--- config.mk ---
export PLATFORM = sky130hd
export DESIGN_NAME = seq_shift_right_flat
export DESIGN_NICKNAME = d
export VERILOG_FILES = /design/src/rtl/seq_shift_right_if.sv /design/src/rtl/seq_shift_right.sv /design/src/flat_wrapper.sv
export SDC_FILE = /design/constraint.sdc
export NUM_CORES = 1
export LEC_CHECK = 0
export CORE_ASPECT_RATIO = 0.8
export CORE_MARGIN = 3
export CORE_UTILIZATION = 48
export CTS_CLUSTER_DIAMETER = 100
export DETAILED_ROUTE_END_ITERATION = 6
export PLACE_DENSITY = 0.86
export REMOVE_ABC_BUFFERS = 1
export SYNTH_ARGS = -nofsm -noshare
export SYNTH_HDL_FRONTEND = slang
export SYNTH_SLANG_ARGS = --single-unit
--- constraint.sdc ---
create_clock -name clk -period 2.5 [get_ports clk]
set_clock_uncertainty 0.15 [all_clocks]
set_input_delay 0.5 -clock clk [delete_from_list [all_inputs] [get_ports clk]]
set_output_delay 0.5 -clock clk [all_outputs]
set_load 0.05 [all_outputs]
--- src/rtl/seq_shift_right_if.sv ---
// Handshake and operand bus for the multi-cycle right shifter.
// The requester drives start and the operands; the shifter returns busy, done and the result.
interface seq_shift_right_if #(
  parameter int DATA_W  = 8,
  parameter int SHAMT_W = 3
);

  logic               start;
  logic [DATA_W-1:0]  data_1;
  logic [SHAMT_W-1:0] data_2;
  logic               arith;
  logic               busy;
  logic               done;
  logic [DATA_W-1:0]  out;

  modport master (
    output start,
    output data_1,
    output data_2,
    output arith,
    input  busy,
    input  done,
    input  out
  );

  modport slave (
    input  start,
    input  data_1,
    input  data_2,
    input  arith,
    output busy,
    output done,
    output out
  );

endinterface

--- src/rtl/seq_shift_right.sv ---
// Multi-cycle right shifter: one bit position per clock, logical or arithmetic,
// with a start/busy/done handshake and a result register held between operations.
module seq_shift_right #(
  parameter int DATA_W  = 8,
  parameter int SHAMT_W = 3
) (
  input  logic               clk,
  input  logic               reset,
  seq_shift_right_if.slave   bus
);

  localparam logic [1:0] IDLE  = 2'd0;
  localparam logic [1:0] SHIFT = 2'd1;
  localparam logic [1:0] DONE  = 2'd2;

  logic [1:0]         state;
  logic [DATA_W-1:0]  wreg;
  logic [SHAMT_W-1:0] cnt;
  logic               fill;
  logic [DATA_W-1:0]  result;
  logic [DATA_W-1:0]  shifted;

  assign shifted = {fill, wreg[DATA_W-1:1]};

  // A zero shift amount goes straight to DONE, so SHIFT always starts with a nonzero count.
  always_ff @(posedge clk or posedge reset) begin
    if (reset) begin
      state  <= IDLE;
      wreg   <= '0;
      cnt    <= '0;
      fill   <= 1'b0;
      result <= '0;
    end else begin
      case (state)
        IDLE: begin
          if (bus.start) begin
            wreg <= bus.data_1;
            cnt  <= bus.data_2;
            fill <= bus.arith & bus.data_1[DATA_W-1];
            if (bus.data_2 == '0) begin
              result <= bus.data_1;
              state  <= DONE;
            end else begin
              state <= SHIFT;
            end
          end
        end
        SHIFT: begin
          wreg <= shifted;
          cnt  <= cnt - 1'b1;
          if (cnt == SHAMT_W'(1)) begin
            result <= shifted;
            state  <= DONE;
          end
        end
        DONE: begin
          state <= IDLE;
        end
        default: begin
          state <= IDLE;
        end
      endcase
    end
  end

  assign bus.busy = (state == SHIFT) || (state == DONE);
  assign bus.done = (state == DONE);
  assign bus.out  = result;

endmodule

--- src/flat_wrapper.sv ---
// flat-port wrapper written by rule: the top's interface ports become plain ports
module seq_shift_right_flat 
#(
  parameter int DATA_W  = 8,
  parameter int SHAMT_W = 3
)
  (clk, reset, bus_start, bus_data_1, bus_data_2, bus_arith, bus_busy, bus_done, bus_out);
  seq_shift_right_if #(.DATA_W(DATA_W), .SHAMT_W(SHAMT_W)) bus_i ();
  input  logic clk;
  input  logic reset;
  input wire logic [$bits(bus_i.start)-1:0] bus_start;
  input wire logic [$bits(bus_i.data_1)-1:0] bus_data_1;
  input wire logic [$bits(bus_i.data_2)-1:0] bus_data_2;
  input wire logic [$bits(bus_i.arith)-1:0] bus_arith;
  output wire logic [$bits(bus_i.busy)-1:0] bus_busy;
  output wire logic [$bits(bus_i.done)-1:0] bus_done;
  output wire logic [$bits(bus_i.out)-1:0] bus_out;
  assign bus_i.start = bus_start;
  assign bus_i.data_1 = bus_data_1;
  assign bus_i.data_2 = bus_data_2;
  assign bus_i.arith = bus_arith;
  assign bus_busy = bus_i.busy;
  assign bus_done = bus_i.done;
  assign bus_out = bus_i.out;
  seq_shift_right #(.DATA_W(DATA_W), .SHAMT_W(SHAMT_W)) u_core (.clk(clk), .reset(reset), .bus(bus_i));
endmodule
==> summary.txt <==
Place
  • Gpl congestion: 0.774
  • Port bufs: 24
  • DP HPWL: 1.70 mm
  • Placed cells: 149
  • Setup WS pre-CTS: 0.0502 ns

Clock tree
  • Total CTS buffers: 3
  • Clock-pin slew on the worst setup and hold paths: 0.12 ns
  • CTS tree: yes
  • H-tree levels: 1
  • Max clock buf depth: 2
  • Total clock sinks: 21
  • Root buf cell: clkbuf_4
  • Hold Buf Count CTS: 0
  • Post-CTS setup buffer count: 0
  • Clk_lat worst skew: 0.31 ns
  • Gates resized, CTS repair: 1

GRT
  • Vias in the first global route: 873
  • Global-route usage over all layers: 17.4%
  • Initial antenna violation count: 0
  • Largest net degree at the start of global routing: 22
  • First-pass GRT wire length: 3.86 mm
  • Grt ovf: 0

STA
  • Max frequency: 0.418 GHz
  • Tcrit/Tclk final: 95.8%
  • Slew @ Worst Pin: 0.506 ns
  • Final Setup Violations: 0
  • Fin. Hold Viols: 0
  • Final worst slack: 0.105 ns
  • Rel. slew slack: 66.2%
  • Crit path time final: 2.39 ns
  • Final slew viol count: 0
  • Unrepaired setup endpoints after global routing: false
  • Setup TNS: 0 ns

Setup path
  • Worst r2r path cells: 5
  • Max Fanout on Critical Path: 3
  • CP Data Arrival Time: 1.74 ns
  • Crit start category: flip-flop
  • RR Endpoint: u_core.bus.out[4]$_DFFE_PP0P_
  • Reg2reg setup slack: 0.36 ns
  • CP endpoint kind: output port
  • CP Class: flip-flop to output port
  • WP data required: 1.85 ns
  • Reg-to-Reg Start: u_core.state[0]$_DFFE_PP0P_

Die
  • Placeable core region: 0.00201 mm2
  • I/O pin total: 25
  • Die width: 59.4 um
  • Initial Utilization: 54.3%
  • # rows: 14
  • Die footprint: 0.00289 mm2
  • Die H: 48.7 um

Job
  • Max-cap viol count: 0

Yosys
  • Syn Area/Cell: 10.9 um2
  • Flops & latches, synth: 21
  • Mux contribution to synthesized area: 20.6%
  • Adder and majority gate portion of the synthesized area: 5.71%
  • Sequential area share after synthesis: 48.0%
  • Synth Area in Simple Gates: 11.8%
  • Main combinational cell family by area after synthesis: multiplexers
  • Xor and xnor fraction of the mapped netlist area: 0%
  • Mapped Cells: 100
  • Synth Area in Compound Gates: 9.60%
  • Synth cell types: 21
  • Warnings from Yosys: 0
  • Post-synthesis cell area: 0.00109 mm2

Routing
  • Drc violations: 0
  • Avg WL per Cell: 14.7 um
  • Total number of vias: 850
  • Vias per Instance: 5.56
  • DR iter-0 viols: 14
  • TritonRoute pass-1 iters: 4
  • WL final: 2.25 mm
  • Antenna Nets Post-Route: 0

Final layout
  • Synthesis-to-finish area growth: 28.5%
  • Antenna Cells: 0
  • Commonest non-fill, non-tap cell in the layout: clkdlybuf4s50_1
  • Share of layout cells above drive strength 1: 25.6%
  • Most frequent cells in the layout: clkdlybuf4s50_1, nor2_1, dfrtp_1, mux2_2, o21ai_0
  • Final instance count without filler cells: 153
  • Nets: 150

Power
  • Leak: 0.595 nW
  • Max rail drop VDD: 1070 uV
  • Pwr Density: 1480 mW/mm2

Status
  • Status: finished clean

Worst hold path
  • Hold Crit Class: input port to asynchronous set/reset pin
==> cells by family after synthesis <==
family | after synthesis
AND/OR/NAND/NOR | 30
buffers and inverters | 10
AO/OA/AOI/OAI | 15
flip-flops | 21
multiplexers | 19
adder cells (fa/ha/maj) | 5
==> through the flow <==
step	util [%]	area, um2	total power, W	hold WS [ns]
6_report	69.8	1410	0.00208	0.347
2_1_floorplan	-	1070	0.00153	0.293
5_1_grt	69.8	1410	0.00222	0.361
4_1_cts	69.8	1410	0.00209	0.355
3_5_place_dp	68.4	1380	0.00192	0.328
3_3_place_gp	68.4	1380	0.00188	0.310
==> how the worst max path moves through the flow <==
stage | start | to | slack (ns) | cells past startpoint
final | u_core.state[0]$_DFFE_PP0P_ | bus_done | 0.11 | 3
after global placement | bus_data_2[1] | u_core.bus.out[3]$_DFFE_PP0P_ | 0.11 | 4
after CTS | u_core.state[0]$_DFFE_PP0P_ | bus_done | 0.10 | 3
after detailed placement | bus_data_2[0] | u_core.bus.out[5]$_DFFE_PP0P_ | 0.05 | 4
after floorplan | u_core.state[1]$_DFFE_PP0P_ | u_core.bus.out[0]$_DFFE_PP0P_ | 0.25 | 5
after global routing | u_core.state[0]$_DFFE_PP0P_ | bus_done | 0.03 | 3
==> synth_stat cells (all sizes together) <==
| cell type | count | area [um2] |
|---|---|---|
| or2 | 1 | 6.26 |
| inv | 6 | 22.5 |
| or4bb | 1 | 12.5 |
| nand2 | 5 | 18.8 |
| a22o | 1 | 10.0 |
| mux2 | 18 | 203 |
| a21oi | 3 | 15.0 |
| o21ai | 7 | 35.0 |
| o31a | 1 | 10.0 |
| o31ai | 1 | 7.51 |
| ha | 5 | 62.6 |
| nor2b | 1 | 6.26 |
| mux2i | 1 | 22.5 |
| a211oi | 1 | 20.0 |
| dfrtp | 21 | 526 |
| nor2 | 21 | 78.8 |
| o211ai | 1 | 7.51 |
| buf | 3 | 21.3 |
| clkbuf | 1 | 3.75 |
| nand2b | 1 | 6.26 |
==> area by class of cell <==
cell class / instances / area (um2)
clock buffers: 3 / 22.5
repair buffers: 29 / 277
flip-flops and latches: 21 / 526
fillers: 157 / 608
well taps: 24 / 30.0
multi-input cells: 69 / 522
clock inverters: 1 / 7.51
inverters: 6 / 22.5
==> layer usage <==
| metal | GRT usage, % | vias up | wire [um] |
|---|---|---|---|
| met4 | 3.77 | 0 | 27 |
| met2 | 30.2 | 36 | 1160 |
| met1 | 20.5 | 418 | 897 |
| li1 | - | 392 | - |
| met5 | 0 | - | 0 |
| met3 | 5.85 | 4 | 165 |
==> registers in the layout, indices dropped and copies added, names as in the netlist <==
register / count
u_core.bus.out: 8
u_core.cnt: 3
u_core.fill: 1
u_core.wreg: 7
u_core.state: 2
==> critical path: stages, from the launching register on <==
cell and delay, ns:
dfrtp_1 0.42, inv_1 0.09, ha_1 0.14, clkdlybuf4s50_1 0.79
==> power breakdown <==
part,internal (W),leakage (nW),total [W],switching (W)
sequential,0.000513,0.244,0.000611,0.0000974
combinational,0.000540,0.338,0.00130,0.000756
clock,0.0000610,0.0139,0.000171,0.000110
total,0.00111,0.595,0.00208,0.000963
No activity file was read; power rests on OpenSTA's default activity.
